<file path="src/rtl/hazard_ctrl.sv">
// Hazard controller for the 5-stage MIPS core: load-use stalls, taken-branch
// flushes and multi-cycle MULT/DIV issue holds for the IF/ID, PC and ID/EX controls.
module hazard_ctrl #(
   parameter int unsigned MULDIV_LAT = 4,
   parameter int unsigned CNT_W      = 16
) (
   input  logic             Clk,
   input  logic             Reset_n,
   input  logic [4:0]       ID_rs,
   input  logic [4:0]       ID_rt,
   input  logic             ID_uses_rt,
   input  logic             ID_muldiv,
   input  logic             EX_memread,
   input  logic [4:0]       EX_rt,
   input  logic             EX_branch_taken,
   output logic             pc_write,
   output logic             ifid_stall,
   output logic             ifid_nop,
   output logic             idex_nop,
   output logic             muldiv_busy,
   output logic [CNT_W-1:0] stall_cycles,
   output logic [CNT_W-1:0] flush_count
);

   localparam int unsigned MD_W = (MULDIV_LAT > 1) ? $clog2(MULDIV_LAT) : 1;
   localparam logic [MD_W-1:0] MD_INIT = MD_W'(MULDIV_LAT - 1);

   typedef enum logic [1:0] {
      RUN      = 2'd0,
      MD_WAIT  = 2'd1,
      MD_ISSUE = 2'd2
   } state_t;

   state_t          state, state_nxt;
   logic [MD_W-1:0] md_cnt, md_cnt_nxt;
   logic            lu_hazard;

   // A load in EX writing a register the ID instruction reads; $zero never hazards
   assign lu_hazard = EX_memread && (EX_rt != 5'd0) &&
                      ((EX_rt == ID_rs) || (ID_uses_rt && (EX_rt == ID_rt)));

   always_ff @(posedge Clk or negedge Reset_n) begin
      if (!Reset_n) begin
         state  <= RUN;
         md_cnt <= '0;
      end else begin
         state  <= state_nxt;
         md_cnt <= md_cnt_nxt;
      end
   end

   // Outputs are combinational so IFID and PC act on the same edge as the decision
   always_comb begin
      state_nxt   = RUN;
      md_cnt_nxt  = md_cnt;
      pc_write    = 1'b1;
      ifid_stall  = 1'b0;
      ifid_nop    = 1'b0;
      idex_nop    = 1'b0;
      muldiv_busy = 1'b0;
      case (state)
         RUN: begin
            if (EX_branch_taken) begin
               ifid_nop = 1'b1;
               idex_nop = 1'b1;
            end else if (lu_hazard) begin
               pc_write   = 1'b0;
               ifid_stall = 1'b1;
               idex_nop   = 1'b1;
            end else if (ID_muldiv) begin
               pc_write   = 1'b0;
               ifid_stall = 1'b1;
               idex_nop   = 1'b1;
               md_cnt_nxt = MD_INIT;
               state_nxt  = (MULDIV_LAT == 1) ? MD_ISSUE : MD_WAIT;
            end
         end
         MD_WAIT: begin
            pc_write    = 1'b0;
            ifid_stall  = 1'b1;
            idex_nop    = 1'b1;
            muldiv_busy = 1'b1;
            md_cnt_nxt  = md_cnt - 1'b1;
            state_nxt   = (md_cnt <= MD_W'(1)) ? MD_ISSUE : MD_WAIT;
         end
         MD_ISSUE: state_nxt = RUN;
         default:  state_nxt = RUN;
      endcase
   end

   // Saturating performance counters
   always_ff @(posedge Clk or negedge Reset_n) begin
      if (!Reset_n) begin
         stall_cycles <= '0;
         flush_count  <= '0;
      end else begin
         if (ifid_stall && (stall_cycles != {CNT_W{1'b1}}))
            stall_cycles <= stall_cycles + CNT_W'(1);
         if (ifid_nop && (flush_count != {CNT_W{1'b1}}))
            flush_count <= flush_count + CNT_W'(1);
      end
   end

endmodule
</file>
<file path="config.mk">
export PLATFORM = sky130hd
export DESIGN_NAME = hazard_ctrl
export DESIGN_NICKNAME = d
export VERILOG_FILES = /design/src/rtl/hazard_ctrl.sv
export SDC_FILE = /design/constraint.sdc
export NUM_CORES = 1
export LEC_CHECK = 0
export CORE_MARGIN = 4
export CORE_UTILIZATION = 40
export CTS_CLUSTER_SIZE = 28
export DETAILED_ROUTE_END_ITERATION = 16
export DONT_BUFFER_PORTS = 1
export GPL_TIMING_DRIVEN = 0
export SLEW_MARGIN = 20
export SYNTH_ARGS = -nofsm -noshare
export SYNTH_HDL_FRONTEND = slang
export SYNTH_SLANG_ARGS = --single-unit
export TNS_END_PERCENT = 1
</file>
<file path="constraint.sdc">
create_clock -name Clk -period 2.9 [get_ports Clk]
set_input_delay 0.58 -clock Clk [delete_from_list [all_inputs] [get_ports Clk]]
set_output_delay 0.58 -clock Clk [all_outputs]
set_load 0.01 [all_outputs]
</file>
==> flow_summary.json, run 1 <==
{
  "numCtsBuffers": 5,
  "synth_area_mm2": 0.001882,
  "p_leak_nw": 0.9163,
  "dpl-instance-area_mm2": 0.001947,
  "p_sw_share_pct": 30.23,
  "coreArea_mm2": 0.004444,
  "setup_viol": 0,
  "synth.area.mux_share_pct": 1.396,
  "yosysTopAreaCellShare_pct": 47.87,
  "power.density_mw_per_mm2": 680.6,
  "antenna_cells": 0,
  "synth_simple_gate_area_share_pct": 22.41,
  "crit_chain": "or4_1 > o21ai_2 > inv_1 > and2_1 > nor2_1 > o21a_1",
  "grt_pass1_wl_mm": 6.341,
  "viasPerCell": 5.308,
  "max_cap_viol_count": 0,
  "grt_use_total_pct": 13.28,
  "min_path_type": "in2async",
  "hold_violations": 0,
  "ant_nets": 0,
  "ys.flop_type": "dfrtp_1",
  "ir_drop_mv": 0.2586,
  "finalPower_mw": 1.425,
  "yosysSeqAreaShare_pct": 47.87,
  "rsz0062_at_grt": "false",
  "synthXorXnorAreaFrac_pct": 18.15,
  "crit_slowest_cell": "or4_1",
  "reg2regPathDepth": 7,
  "syn_inst": 192,
  "cts.clk_slew.worst_paths_ps": 70,
  "path_buf_inv": 1,
  "io_buffers": 0,
  "synth-adder-area-share_pct": 1.995,
  "p_int_mw": 0.9941,
  "end_kind": "primary output",
  "dr.first_iter.drc_count": 20,
  "max_slew_margin_pct": 67.22,
  "yosysTopAreaCell": "dfrtp_1",
  "fin_crit_ps": 2460,
  "synthArstFlopShare_pct": 100.0,
  "clk_latency_ps": 280,
  "grt_pass1_vias": 1359,
  "antenna_found_initial": 0,
  "syn_avg_cell_area_um2": 9.801,
  "yosys_register_bits": 36,
  "synth_edf_count": 0,
  "fin_crit_sh_pct": 84.81,
  "yosys_warnings": 0,
  "critPathMaxStageDelay_ps": 540,
  "dr.pass1.iters": 4,
  "grt_overflow": 0,
  "critical_path_arrival_ps": 1880,
  "grt_max_degree": 37,
  "finalNetCount": 224,
  "fin_worst_skew_ps": 5.075,
  "post_drt_wl_per_cell_um": 14.21,
  "clkPwrFrac_pct": 33.9,
  "core.rowCount": 24,
  "yosys-top-cells-area": "dfrtp_1, xnor2_1, xor2_1",
  "post_cts_buffers": 0,
  "cts_resized": 0,
  "combPwrFrac_pct": 18.9,
  "hpwlAfterDp_mm": 2.724,
  "slew_viol_final": 0,
  "synth_top_family_by_area": "simple AND/OR/NAND/NOR gates",
  "fin_cells": 253,
  "initial_utilization_pct": 42.34,
  "power_switching_mw": 0.4307,
  "finalInstanceArea_mm2": 0.002093,
  "cts_max_level": 2,
  "synth_nets": 216,
  "gp_congestion": 0.7189,
  "io_pins": 58,
  "placed_cells": 244,
  "finalWirelength_mm": 3.594,
  "drc": 0,
  "max_freq_ghz": 0.4066,
  "vias": 1343,
  "area_growth_pct": 11.24,
  "cp.required_ps": 2320,
  "cts_hold_buf": 1,
  "status": "finished, final reports clean",
  "die_w_um": 76.59,
  "clockBufferDepth": 2,
  "cts_tree": "done",
  "fp.dieH_um": 76.59,
  "dieArea_mm2": 0.005866,
  "layout-drive-gt1-share_pct": 7.960,
  "crit_cells": 6,
  "synthDistinctLibCells": 31,
  "start_kind": "input pin",
  "tightest_slew_ps": 491.7,
  "tns_ps": 0,
  "timing_worst_setup_path_type": "in2out",
  "cts_root_buf": "clkbuf_8",
  "cts.sinks": 36,
  "synth_compound_area_share_pct": 6.582,
  "crit_fanout": 3,
  "crit_family": "simple AND/OR/NAND/NOR gates",
  "sequentialPowerShare_pct": 47.2
}
## sequential cells by signal, indices dropped and copies added, names as in the netlist
name / cells
flush_count: 16
stall_cycles: 16
md_cnt: 2
state: 2
## power by group through the flow
stage / Clock [mW] / Sequential (mW) / Combinational (mW)
final: 0.483 / 0.672 / 0.270
after global routing: 0.523 / 0.686 / 0.312
after CTS: 0.500 / 0.674 / 0.278
after detailed placement: 0 / 0.684 / 0.265
after global placement: 0 / 0.684 / 0.260
after floorplan: 0 / 0.665 / 0.225
## kinds of logic (layout without fill, tap and decap cells)
group	count (synthesis)	count (layout)
and+or+nand+nor	86	86
xor gates and xnor gates	39	39
DFF	36	36
AOI/OAI and AO/OA	18	18
buffers and inverters	8	17
adders and majority gates	3	3
muxes	2	2
## cell usage in the layout (no fill, tap or decap), drive strengths merged
cell type,netlist,routed
dfrtp,36,36
xnor2,22,22
nand2,20,20
nor2,19,19
xor2,17,17
nand3,13,13
a21oi,10,10
nand4,9,9
clkbuf,1,8
inv,7,7
nor3,7,7
and3,4,4
nor4,4,4
nand2b,3,3
ha,3,3
o21ai,3,3
and2,2,2
or3b,2,2
mux2,2,2
or4,1,1
o22ai,1,1
o32ai,1,1
or2,1,1
o21a,1,1
a211oi,1,1
or3,1,1
a31oi,1,1
bufinv,0,1
buf,0,1
## synth_stat cells, drive strengths merged, types with 3 or more instances
master,instances
a21oi,10
and3,4
dfrtp,36
ha,3
inv,7
nand2,20
nand2b,3
nand3,13
nand4,9
nor2,19
nor3,7
nor4,4
o21ai,3
xnor2,22
xor2,17
## per-stage QoR
| stage | setup WS [ps] | util (%) | hold WS [ps] |
|---|---|---|---|
| 2_1_floorplan | 563.9 | - | 284.4 |
| 3_3_place_gp | 447.1 | 43.81 | 285.2 |
| 3_5_place_dp | 435.1 | 43.81 | 285.3 |
| 4_1_cts | 434.1 | 47.10 | 121.0 |
| 5_1_grt | 326.4 | 47.10 | 121.5 |
| 6_report | 440.5 | 47.10 | 123.1 |
## routing by layer
metal,GRT usage (%),vias to the layer above,wire (µm)
li1,-,677,-
met1,15.62,611,1615
met2,21.18,50,1597
met3,7.210,5,341
met4,3.261,0,39
met5,0,-,0
## final timing paths
check,startpoint,end,slack (ps)
worst max register to register,stall_cycles[0],stall_cycles[1],560
worst max-delay path,EX_rt[1],pc_write,440
min in group Clk,md_cnt[0],md_cnt[0],490
worst min-delay path,Reset_n,flush_count[0],120
worst min register to register,md_cnt[0],md_cnt[0],490
max in group asynchronous,Reset_n,md_cnt[1],2590
## final cells by class
type,count,area (µm²)
Fill cell,435,2351
Multi-Input combinational cell,148,950.9
Sequential cell,36,900.9
Clock buffer,7,96.34
Tap cell,52,65.06
Clock inverter,1,30.03
Inverter,7,26.28
Timing Repair Buffer,1,20.02
Buffer,1,3.754
Note: power is estimated with default switching activity, not from simulation.
==> inputs of run 2 (changes only) <==
==> constraint.sdc (replaced) <==
create_clock -name Clk -period 2.2 [get_ports Clk]
set_input_delay 0.44 -clock Clk [delete_from_list [all_inputs] [get_ports Clk]]
set_output_delay 0.44 -clock Clk [all_outputs]
set_load 0.01 [all_outputs]
==> run 2 against run 1 <==
Against the previous run:
- final area increased by 1.4%
- global-route usage increased by 0.13 points
- clock-buffer cell count stayed put
- final cell count unchanged
- clock power rose by 31%
- critical endpoint unchanged
- via count rose by 1.3%
- clock skew shrank 3.0 ps
- non-clock buffer count did not move
- core utilization up 0.68 points
- sequential share of layout area decreased by 0.61 points
- wire length up 1.6%
- flip-flop and latch count unchanged
==> flow_summary.json, run 2 (synthesized netlist as in run 1, its figures left out) <==
{
  "viasPerCell": 5.379,
  "path_buf_inv": 1,
  "status": "finished, final reports clean",
  "max_slew_margin_pct": 67.52,
  "tightest_slew_ps": 487.1,
  "initial_utilization_pct": 42.34,
  "drc": 0,
  "antenna_found_initial": 0,
  "dr.pass1.iters": 4,
  "mostFrequentLayoutCell": "dfrtp_1",
  "area_growth_pct": 12.83,
  "p_sw_share_pct": 30.23,
  "io_buffers": 0,
  "highest_layer": "met4",
  "io_pins": 58,
  "grt_pass1_wl_mm": 6.403,
  "dieArea_mm2": 0.005866,
  "grt_pass1_vias": 1371,
  "finalWirelength_mm": 3.652,
  "cp.required_ps": 1760,
  "min_path_type": "in2reg",
  "start_kind": "input pin",
  "finalInstanceArea_mm2": 0.002123,
  "critPathMaxStageDelay_ps": 540,
  "dr_wl_met3_um": 350,
  "numCtsBuffers": 5,
  "end_kind": "primary output",
  "finalNetCount": 224,
  "cts.clk_slew.worst_paths_ps": 70,
  "hold_violations": 0,
  "cts_max_level": 2,
  "timing_worst_setup_path_type": "in2out",
  "power_switching_mw": 0.5687,
  "top_regs": "flush_count (16), stall_cycles (16)",
  "cts_tree": "done",
  "post_drt_wl_per_cell_um": 14.43,
  "clockBufferDepth": 2,
  "p_leak_nw": 0.9223,
  "combPwrFrac_pct": 19.1,
  "fp.dieH_um": 76.59,
  "antenna_cells": 0,
  "final_util_pct": 47.78,
  "max_freq_ghz": 0.4688,
  "layout-drive-gt1-share_pct": 10.45,
  "dr.first_iter.drc_count": 12,
  "gp_congestion": 0.7189,
  "rsz0062_at_grt": "true",
  "crit_chain": "or4_1 > o21ai_2 > inv_1 > and2_1 > nor2_2 > o21a_1",
  "vias": 1361,
  "power.density_mw_per_mm2": 885.9,
  "cts_root_buf": "clkbuf_8",
  "hpwlAfterDp_mm": 2.724,
  "ant_nets": 0,
  "core.rowCount": 24,
  "grt_use_total_pct": 13.41,
  "setup_viol": 0,
  "crit_fanout": 3,
  "cts.sinks": 36,
  "fin_crit_ps": 2133,
  "max_cap_viol_count": 0,
  "coreArea_mm2": 0.004444,
  "wl_met1_mm": 1.602,
  "p_int_mw": 1.312,
  "clk_latency_ps": 280,
  "ir_drop_mv": 0.2674,
  "die_w_um": 76.59,
  "fin_worst_skew_ps": 2.125,
  "grt_max_degree": 37,
  "post_cts_buffers": 0,
  "clkPwrFrac_pct": 33.7,
  "dr_wl_met2_mm": 1.659,
  "grt_overflow": 0,
  "sequentialPowerShare_pct": 47.2,
  "slew_viol_final": 0,
  "n_fill_cell": 433,
  "final_cell_mix": "dfrtp_1, xnor2_1, nand2_1, nor2_1, xor2_1",
  "fin_crit_sh_pct": 96.96,
  "crit_slowest_cell": "or4_1",
  "critical_path_arrival_ps": 1690,
  "crit_family": "simple AND/OR/NAND/NOR gates",
  "dpl-instance-area_mm2": 0.001947
}
-- run 2: path summary, 6_finish.rpt --
| kind | from | endpoint | slack, ps | cells past startpoint |
|---|---|---|---|---|
| min | ID_muldiv | state[0] | 410 | 2 |
| max | EX_rt[1] | pc_write | 70 | 6 |
| min reg2reg | md_cnt[0] | md_cnt[0] | 490 | 1 |
| max reg2reg | stall_cycles[0] | stall_cycles[1] | 160 | 6 |
| max in group asynchronous | Reset_n | md_cnt[1] | 1410 | 2 |
| min in group asynchronous | Reset_n | flush_count[3] | 600 | 2 |
-- run 2: layout make-up --
class,instances,area (µm²),area share [%]
sequential,36,900.9,42.43
inverter,7,26.28,1.237
multi-input combinational,148,974.7,45.90
clock inverter,1,30.03,1.414
clock buffer,7,96.34,4.537
timing repair buffer,2,30.03,1.414
tap,52,65.06,3.064
-- run 2: power groups by stage --
stage	Sequential (mW)	Combinational [mW]	Clock, mW
after global routing	0.905	0.415	0.689
after floorplan	0.877	0.297	0
final	0.888	0.359	0.634
after global placement	0.902	0.343	0
after CTS	0.889	0.368	0.659
after detailed placement	0.902	0.349	0
-- run 2: per-layer routing --
metal / track usage [%] / vias up
met1: 15.84 / 628
met5: 0 / -
met2: 21.44 / 50
li1: - / 678
met4: 3.261 / 0
met3: 7.092 / 5
-- run 2: what timing repair did --
action	in CTS	in global routing
resized for setup	1	4
hold buffers	2	0
endpoints found under the setup margin	14	10
hold endpoints to repair	36	0
-- run 2: through the flow --
step,std cells,setup TNS (ps),power [mW],hold slack (ps),setup slack [ps]
global placement,244,-905.9,1.244,145.2,-146.4
floorplan,192,0,1.174,144.4,143.9
finish,253,0,1.881,410.4,66.97
detailed placement,244,-1139,1.250,145.3,-170.4
CTS,253,0,1.915,394.0,14.13
global route,253,-38.61,2.009,413.6,-27.93
